File: src/rtl/iir_sched_pkg.sv
// Shared types and defaults for the IIR channel scheduler.
package iir_sched_pkg;

  typedef enum logic [1:0] {
    IDLE    = 2'd0,
    ISSUE   = 2'd1,
    WAIT    = 2'd2,
    DELIVER = 2'd3
  } sched_state_e;

  localparam int DW_DEF      = 8;
  localparam int TIMEOUT_DEF = 64;

endpackage

File: src/rtl/iir_rr_arb.sv
// Combinational round-robin arbiter: one-hot grant searching upward from ptr with wrap.
module iir_rr_arb #(
  parameter  int NUM_CH = 4,
  localparam int CH_W   = $clog2(NUM_CH)
) (
  input  logic [NUM_CH-1:0] req,
  input  logic [CH_W-1:0]   ptr,
  output logic [NUM_CH-1:0] gnt,
  output logic [CH_W-1:0]   gnt_idx,
  output logic              any
);

  logic [CH_W-1:0] idx;

  always_comb begin
    gnt     = '0;
    gnt_idx = '0;
    any     = 1'b0;
    idx     = '0;
    for (int unsigned i = 0; i < NUM_CH; i++) begin
      idx = CH_W'((32'(ptr) + i) % NUM_CH);
      if (!any && req[idx]) begin
        any      = 1'b1;
        gnt[idx] = 1'b1;
        gnt_idx  = idx;
      end
    end
  end

endmodule

File: src/rtl/iir_ch_sched.sv
// Round-robin scheduler sharing one IIR engine between NUM_CH sources.
// Optional engine watchdog enabled by defining IIR_WDOG_EN.
module iir_ch_sched
  import iir_sched_pkg::*;
#(
  parameter  int NUM_CH  = 4,
  parameter  int DW      = DW_DEF,
  parameter  int TIMEOUT = TIMEOUT_DEF,
  localparam int CH_W    = $clog2(NUM_CH)
) (
  input  logic                 clk,
  input  logic                 rst_n,
  input  logic [NUM_CH-1:0]    req_valid,
  input  logic [NUM_CH*DW-1:0] req_data,
  output logic [NUM_CH-1:0]    req_ready,
  output logic                 eng_start,
  output logic [CH_W-1:0]      eng_ch,
  output logic [DW-1:0]        eng_x,
  input  logic                 eng_done,
  input  logic [DW-1:0]        eng_y,
  output logic                 out_valid,
  input  logic                 out_ready,
  output logic [CH_W-1:0]      out_ch,
  output logic [DW-1:0]        out_y,
  output logic                 out_err
);

  if (TIMEOUT < 1 || NUM_CH < 2) begin : g_param_check
    $error("iir_ch_sched: TIMEOUT must be >= 1 and NUM_CH >= 2");
  end

  sched_state_e    state_q, state_d;
  logic [CH_W-1:0] rr_q, rr_d;
  logic [CH_W-1:0] ch_q, ch_d;
  logic [DW-1:0]   x_q, x_d;
  logic [DW-1:0]   y_q, y_d;

  logic [NUM_CH-1:0] gnt;
  logic [CH_W-1:0]   gnt_idx;
  logic              gnt_any;
  logic [DW-1:0]     x_sel;

  iir_rr_arb #(.NUM_CH(NUM_CH)) u_arb (
    .req     (req_valid),
    .ptr     (rr_q),
    .gnt     (gnt),
    .gnt_idx (gnt_idx),
    .any     (gnt_any)
  );

  always_comb begin
    x_sel = '0;
    for (int unsigned i = 0; i < NUM_CH; i++) begin
      if (gnt[i]) x_sel = req_data[i*DW +: DW];
    end
  end

`ifdef IIR_WDOG_EN
  localparam int CNT_W = $clog2(TIMEOUT + 1);
  logic [CNT_W-1:0] cnt_q, cnt_d;
  logic             err_q, err_d;
`endif

  always_comb begin
    state_d = state_q;
    rr_d    = rr_q;
    ch_d    = ch_q;
    x_d     = x_q;
    y_d     = y_q;
`ifdef IIR_WDOG_EN
    cnt_d   = cnt_q;
    err_d   = err_q;
`endif
    unique case (state_q)
      IDLE: begin
        if (gnt_any) begin
          ch_d    = gnt_idx;
          x_d     = x_sel;
          state_d = ISSUE;
        end
      end
      ISSUE: begin
`ifdef IIR_WDOG_EN
        cnt_d   = '0;
`endif
        state_d = WAIT;
      end
      WAIT: begin
        if (eng_done) begin
          y_d     = eng_y;
`ifdef IIR_WDOG_EN
          err_d   = 1'b0;
`endif
          state_d = DELIVER;
        end
`ifdef IIR_WDOG_EN
        // Abort on the TIMEOUT-th consecutive WAIT cycle without a result.
        else if (cnt_q == CNT_W'(TIMEOUT - 1)) begin
          y_d     = '0;
          err_d   = 1'b1;
          state_d = DELIVER;
        end else begin
          cnt_d = cnt_q + 1'b1;
        end
`endif
      end
      DELIVER: begin
        if (out_ready) begin
          rr_d    = (ch_q == CH_W'(NUM_CH - 1)) ? '0 : ch_q + 1'b1;
          state_d = IDLE;
        end
      end
      default: state_d = IDLE;
    endcase
  end

  always_ff @(posedge clk or negedge rst_n) begin
    if (!rst_n) begin
      state_q <= IDLE;
      rr_q    <= '0;
      ch_q    <= '0;
      x_q     <= '0;
      y_q     <= '0;
    end else begin
      state_q <= state_d;
      rr_q    <= rr_d;
      ch_q    <= ch_d;
      x_q     <= x_d;
      y_q     <= y_d;
    end
  end

`ifdef IIR_WDOG_EN
  always_ff @(posedge clk or negedge rst_n) begin
    if (!rst_n) begin
      cnt_q <= '0;
      err_q <= 1'b0;
    end else begin
      cnt_q <= cnt_d;
      err_q <= err_d;
    end
  end

  assign out_err = err_q;
`else
  assign out_err = 1'b0;
`endif

  assign req_ready = (state_q == IDLE) ? gnt : '0;
  assign eng_start = (state_q == ISSUE);
  assign eng_ch    = ch_q;
  assign eng_x     = x_q;
  assign out_valid = (state_q == DELIVER);
  assign out_ch    = ch_q;
  assign out_y     = y_q;

endmodule

File: config.mk
export PLATFORM = sky130hd
export DESIGN_NAME = iir_ch_sched
export DESIGN_NICKNAME = d
export VERILOG_FILES = /design/src/rtl/iir_sched_pkg.sv /design/src/rtl/iir_rr_arb.sv /design/src/rtl/iir_ch_sched.sv
export SDC_FILE = /design/constraint.sdc
export NUM_CORES = 1
export LEC_CHECK = 0
export BUFFER_PORTS_ARGS = -buffer_cell sky130_fd_sc_hd__buf_4
export CORE_ASPECT_RATIO = 2
export CORE_MARGIN = 1.5
export CORE_UTILIZATION = 39
export DETAILED_ROUTE_END_ITERATION = 8
export PLACE_DENSITY = 0.73
export RECOVER_POWER = 50
export SLEW_MARGIN = 15
export SYNTH_ARGS = -nofsm -noshare
export SYNTH_HDL_FRONTEND = slang
export SYNTH_SLANG_ARGS = --single-unit
File: constraint.sdc
create_clock -name clk -period 7.86 [get_ports clk]
set_input_delay 0.393 -clock clk [delete_from_list [all_inputs] [get_ports clk]]
set_output_delay 0.393 -clock clk [all_outputs]
set_load 0.02 [all_outputs]
== Word level (Yosys, flattened, before mapping) ==
Index checks and enable logic that the tools add are counted.
Word-level totals
  register bits: 22
  input port bits: 48
  output and inout port bits: 27
  word-level logic and storage cells: 80
Cells by class
  add/sub/neg operators: 4
  $lt $le $gt $ge: 8
  equality and inequality tests: 7
  muxes and demuxes: 38
  bitwise operators: 3
  reductions and logical operators: 15
Operator list (count)
  $mux 8: 4
  $mux 4: 5
  $mux 2: 8
  $lt 2x3->1 const B: 4
  $mux 1: 12
  $or 4x4->4: 3
  $bmux 1 s2: 4
  $demux 1 s2: 4
  $ge 2x1->1 const B: 4
  $pmux 2 s4: 1
  $logic_and 1x1->1: 7
  $eq 2x2->1 const B: 3
  $reduce_and 2->1: 3
  $add 2x1->2 const B: 2
  $add 2x2->2 const B: 2
  $ne 2x2->1 const B: 2
  $logic_not 1->1: 3
  $reduce_and 3->1: 1
  $eq 2x1->1 const B: 1
  $logic_not 2->1: 1
  $ne 2x1->1 const B: 1

== Depth between registers and ports, before layout ==
  depth after elaboration: 16
  depth in mapped cells: 11
  depth with buffers taken out: 8

== Hierarchy ==
Synthesis repeated with hierarchy kept, for this count alone.
Unflattened totals
  cell total of the unflattened synthesis: 161
  area total of the unflattened synthesis: 1610.3 um^2
Modules (own cells, without submodules)
  iir_ch_sched: instances 1, cells each 116, area each 1191.1 um^2, seq. area each 550.5 um^2
  iir_rr_arb: instances 1, cells each 45, area each 419.2 um^2, seq. area each 0.0 um^2

== Worst setup path before layout ==
OpenSTA, ideal clock, no wires.
  path type: register to output
  start: reg rr_q[0]
  end: out req_ready[2]
  data arrival time: 2.427 ns
  data required time: 7.467 ns
  slack: 5.040 ns
  cell stages (with the launch flop): 11
  path buffers: 3
  path through: dfrtp_1 > buf_4 > inv_1 > ha_1 > nor4bb_1 > a22oi_1 > nand2_1 > a221o_1 > buf_6 > buf_6 > and2_1
On the way
  cells in the longest elaborated chain, start to end: 13
  elaborated cells on any way between the ends: 48
  those cells by class: 3 x add/sub; 8 x order compare; 24 x mux; 3 x bitwise; 10 x reduce/logical
Ends and longest elaborated chain
  start, declared: RTL line iir_ch_sched.sv:33  | logic [CH_W-1:0] rr_q, rr_d;
  start signal, assigned: RTL line iir_ch_sched.sv:126  | rr_q <= rr_d;
  parallel branches: the longest is 11 deep, another holds $lt 2x3->1
  $mux 4 (*): RTL line iir_rr_arb.sv:22  | if (!any && req[idx]) begin
  $mux 4 (*): RTL line iir_ch_sched.sv:149  | assign req_ready = (state_q == IDLE) ? gnt : '0;
  end, declared: RTL line iir_ch_sched.sv:15  | output logic [NUM_CH-1:0] req_ready,
Every way passes the cells marked *. The select of a mux whose other input is x is not followed.

== Worst setup path in the final report ==
Same ends and word-level chain as after synthesis.

==> flow_summary_export.csv <==
group,metric,value,unit
pwr,power.leakage,1.07,nW
routing,vias,1618,
synth,synth_most_common_cell,"dfrtp_1",
timing,worst_hold_slack,0.354,ns
critical_path,cp.arrival,3.20,ns
grt,grt_pass1_vias,1616,
critical_path,reg2reg_from,"rr_q[0]",
pwr,power_density,414,mW/mm^2
pwr,ir_worst_vdd,0.000244,V
place,dp_hpwl,3.59,mm
synth,avgSynthCellArea,9.64,sq um
floorplanning,core,0.00430,sq mm
timing,worst_slew_pin_slew,1.24,ns
routing,drtIter0Drc,30,
timing,timing.fmax,0.278,GHz
pwr,pwr-share-seq,23.3,%
floorplanning,dieHeight,97.3,um
clocking,clk_pin_slew_worst_paths,0.09,ns
min_path,whs_path_depth,2,
clocking,cts-buffers-inserted,3,
critical_path,cp.required,7.47,ns
pwr,p_sw_share,46.2,%
grt,grt-ovfl-total,0,
synth,netlist.area_leader.share,31.7,%
synth,synth_area,0.00174,sq mm
timing,min_period_over_period,45.8,%
flow_run,drv_cap,0,
pwr,switching_power,0.434,mW
routing,dr.pass1.iters,4,
grt,grt_usage,18.9,%
timing,min_period,3.60,ns
cells_and_area,n_antenna_cell,0,
cells_and_area,postLayoutCoreUtil,52.9,%
pwr,p_comb_share,65.4,%
clocking,cts_buffer_depth,2,
grt,grt_max_degree,23,
clocking,tritoncts,"done",
floorplanning,initial_core_util,40.4,%
floorplanning,die_area,0.00488,sq mm
timing,rsz0062_at_grt,"no",
floorplanning,fp.dieW,50.2,um
cells_and_area,fin_area,0.00227,sq mm
place,io_buffer_count,73,
routing,drc,0,
clocking,post_cts_buffers,0,
floorplanning,ios,75,
cells_and_area,nNetsFinal,304,
synth,yosys.area.top_type,"dfrtp_1",
clocking,post_cts_resized,0,
synth,syn_nets,241,
min_path,hold_path.startpoint,"eng_y[5]",
timing,relSlewSlack,17.6,%
critical_path,cp-end-kind,"primary output",
synth,async_flop_share,100,%
timing,setup_violations,0,
critical_path,crit_fanout,18,
critical_path,rrSetupSlack,4.69,ns
routing,drt-vias-per-instance,5.47,
synth,synth_area_leaders,"dfrtp_1 (32%), ha_1 (9.4%), mux2_2 (6.5%)",
synth,ys.flop_type,"dfrtp_1",
min_path,hold_path_end,"out_y[5]",
synth,yosys-top-cells-count,"dfrtp_1 (22), nand2_1 (21), inv_1 (14)",
synth,synth-edff-count,0,
pwr,pwr-share-clk,11.2,%
routing,ant_nets,0,
critical_path,r2r-end,"eng_x[2]",
run_status,outcome,"finished clean",
critical_path,rr_worst_depth,8,
timing,final.setup.tns,0,ns
synth,ys_seq_area_share,31.7,%
floorplanning,std_cell_rows,34,
synth,synth-seq-cells,22,
routing,wl,4.44,mm
timing,finalHoldViolations,0,
routing,post_drt_wl_per_cell,15.0,um
clocking,htree_num_levels,1,
min_path,hold_path_class,"input pin to register",
synth,ys.warnings.count,0,
place,place_area,0.00225,sq mm
clocking,root_buffer,"clkbuf_8",
cells_and_area,drive_above_1_share,33.5,%
critical_path,criticalPathCategory,"register to primary output",
critical_path,cp-start-kind,"register",
timing,final.setup_skew,0.00727,ns
grt,grt_pass1_wl,7.32,mm
clocking,clock_sinks,22,
cells_and_area,area_growth,30.9,%
grt,antenna_found_initial,0,
clocking,clk_latency,0.26,ns
pwr,internal_power,0.506,mW
synth,synthCells,180,
synth,ys_types,45,
clocking,cts.hold.buffers_added,0,
place,gp_congestion,0.883,
timing,maxSlewViolCount,0,
## cells in the final DEF (no fill, tap or decap), drive strengths merged, types with 4 or more instances in the layout
cell | synthesis | layout
a211o | 8 | 8
ha | 13 | 13
and2 | 4 | 4
a2bb2oi | 9 | 9
o21ai | 14 | 14
mux2 | 11 | 11
dfrtp | 22 | 22
buf | 13 | 60
inv | 14 | 14
clkbuf | 2 | 16
a21oi | 5 | 5
nand2 | 21 | 21
a221oi | 10 | 10
## worst max path at each step
stage                     slack [ns]    start           end
final                           4.26  rr_q[0]  req_ready[2]
after CTS                       4.27  rr_q[0]  req_ready[2]
after global routing            4.02  rr_q[0]  req_ready[2]
after floorplan                 5.04  rr_q[0]  req_ready[2]
after detailed placement        4.59  rr_q[0]  req_ready[2]
after global placement          4.70  rr_q[0]  req_ready[2]
## per-layer routing
| layer | vias to the layer above | GRT usage [%] | wire (um) |
|---|---|---|---|
| met2 | 56 | 36.4 | 2500 |
| li1 | 784 | - | - |
| met4 | 0 | 6.62 | 85 |
| met5 | - | 0 | 0 |
| met1 | 772 | 20.2 | 1630 |
| met3 | 6 | 1.54 | 222 |
## final cells by class
cell class                 instances  area [sq um]
clock buffer                       3          41.3
clock inverter                     1          30.0
fill                             425          2020
inverter                          14          52.6
multi-input combinational        129          1030
sequential                        22           551
tap                               54          67.6
timing repair buffer              73           499
## sequential cells by signal, summed over array words and instances (netlist names)
name / cells
eng_x: 8
state_q: 2
eng_ch: 2
out_y: 8
rr_q: 2
## power groups by stage
stage                     registers (mW)  clock network, mW  logic (mW)
final                              0.220              0.106       0.615
after global routing               0.229              0.115       0.676
after CTS                          0.220              0.109       0.644
after detailed placement           0.222                  0       0.642
after global placement             0.220                  0       0.635
after floorplan                    0.266                  0       0.427
## stage by stage
step	instances	total power, mW	setup slack [ns]
6_report	296	0.941	4.26
5_1_grt	296	1.02	4.02
4_1_cts	296	0.972	4.27
3_5_place_dp	292	0.865	4.59
3_3_place_gp	292	0.855	4.70
2_1_floorplan	180	0.693	5.04
## worst max-delay path, cell delays in order (launching register included)
cell and delay (ns):
dfrtp_1 0.73, inv_1 0.20, ha_1 0.44, mux4_2 0.42, nand3b_1 0.19, a21oi_1 0.14
a221o_1 0.47, and2_1 0.20, buf_4 0.13
## cells by family (layout without fill, tap and decap cells)
| group | count (synthesis) | in the layout | synth area share [%] |
|---|---|---|---|
| AO/OA/AOI/OAI | 59 | 59 | 26.0 |
| AND/OR/NAND/NOR | 41 | 41 | 12.0 |
| other | 1 | 1 | 0.216 |
| multiplexers | 15 | 15 | 11.8 |
| flip-flops | 22 | 22 | 31.7 |
| adder cells (fa/ha/maj) | 13 | 13 | 9.37 |
| buffers and inverters | 29 | 91 | 8.87 |
Note: power is estimated with default switching activity, not from simulation.
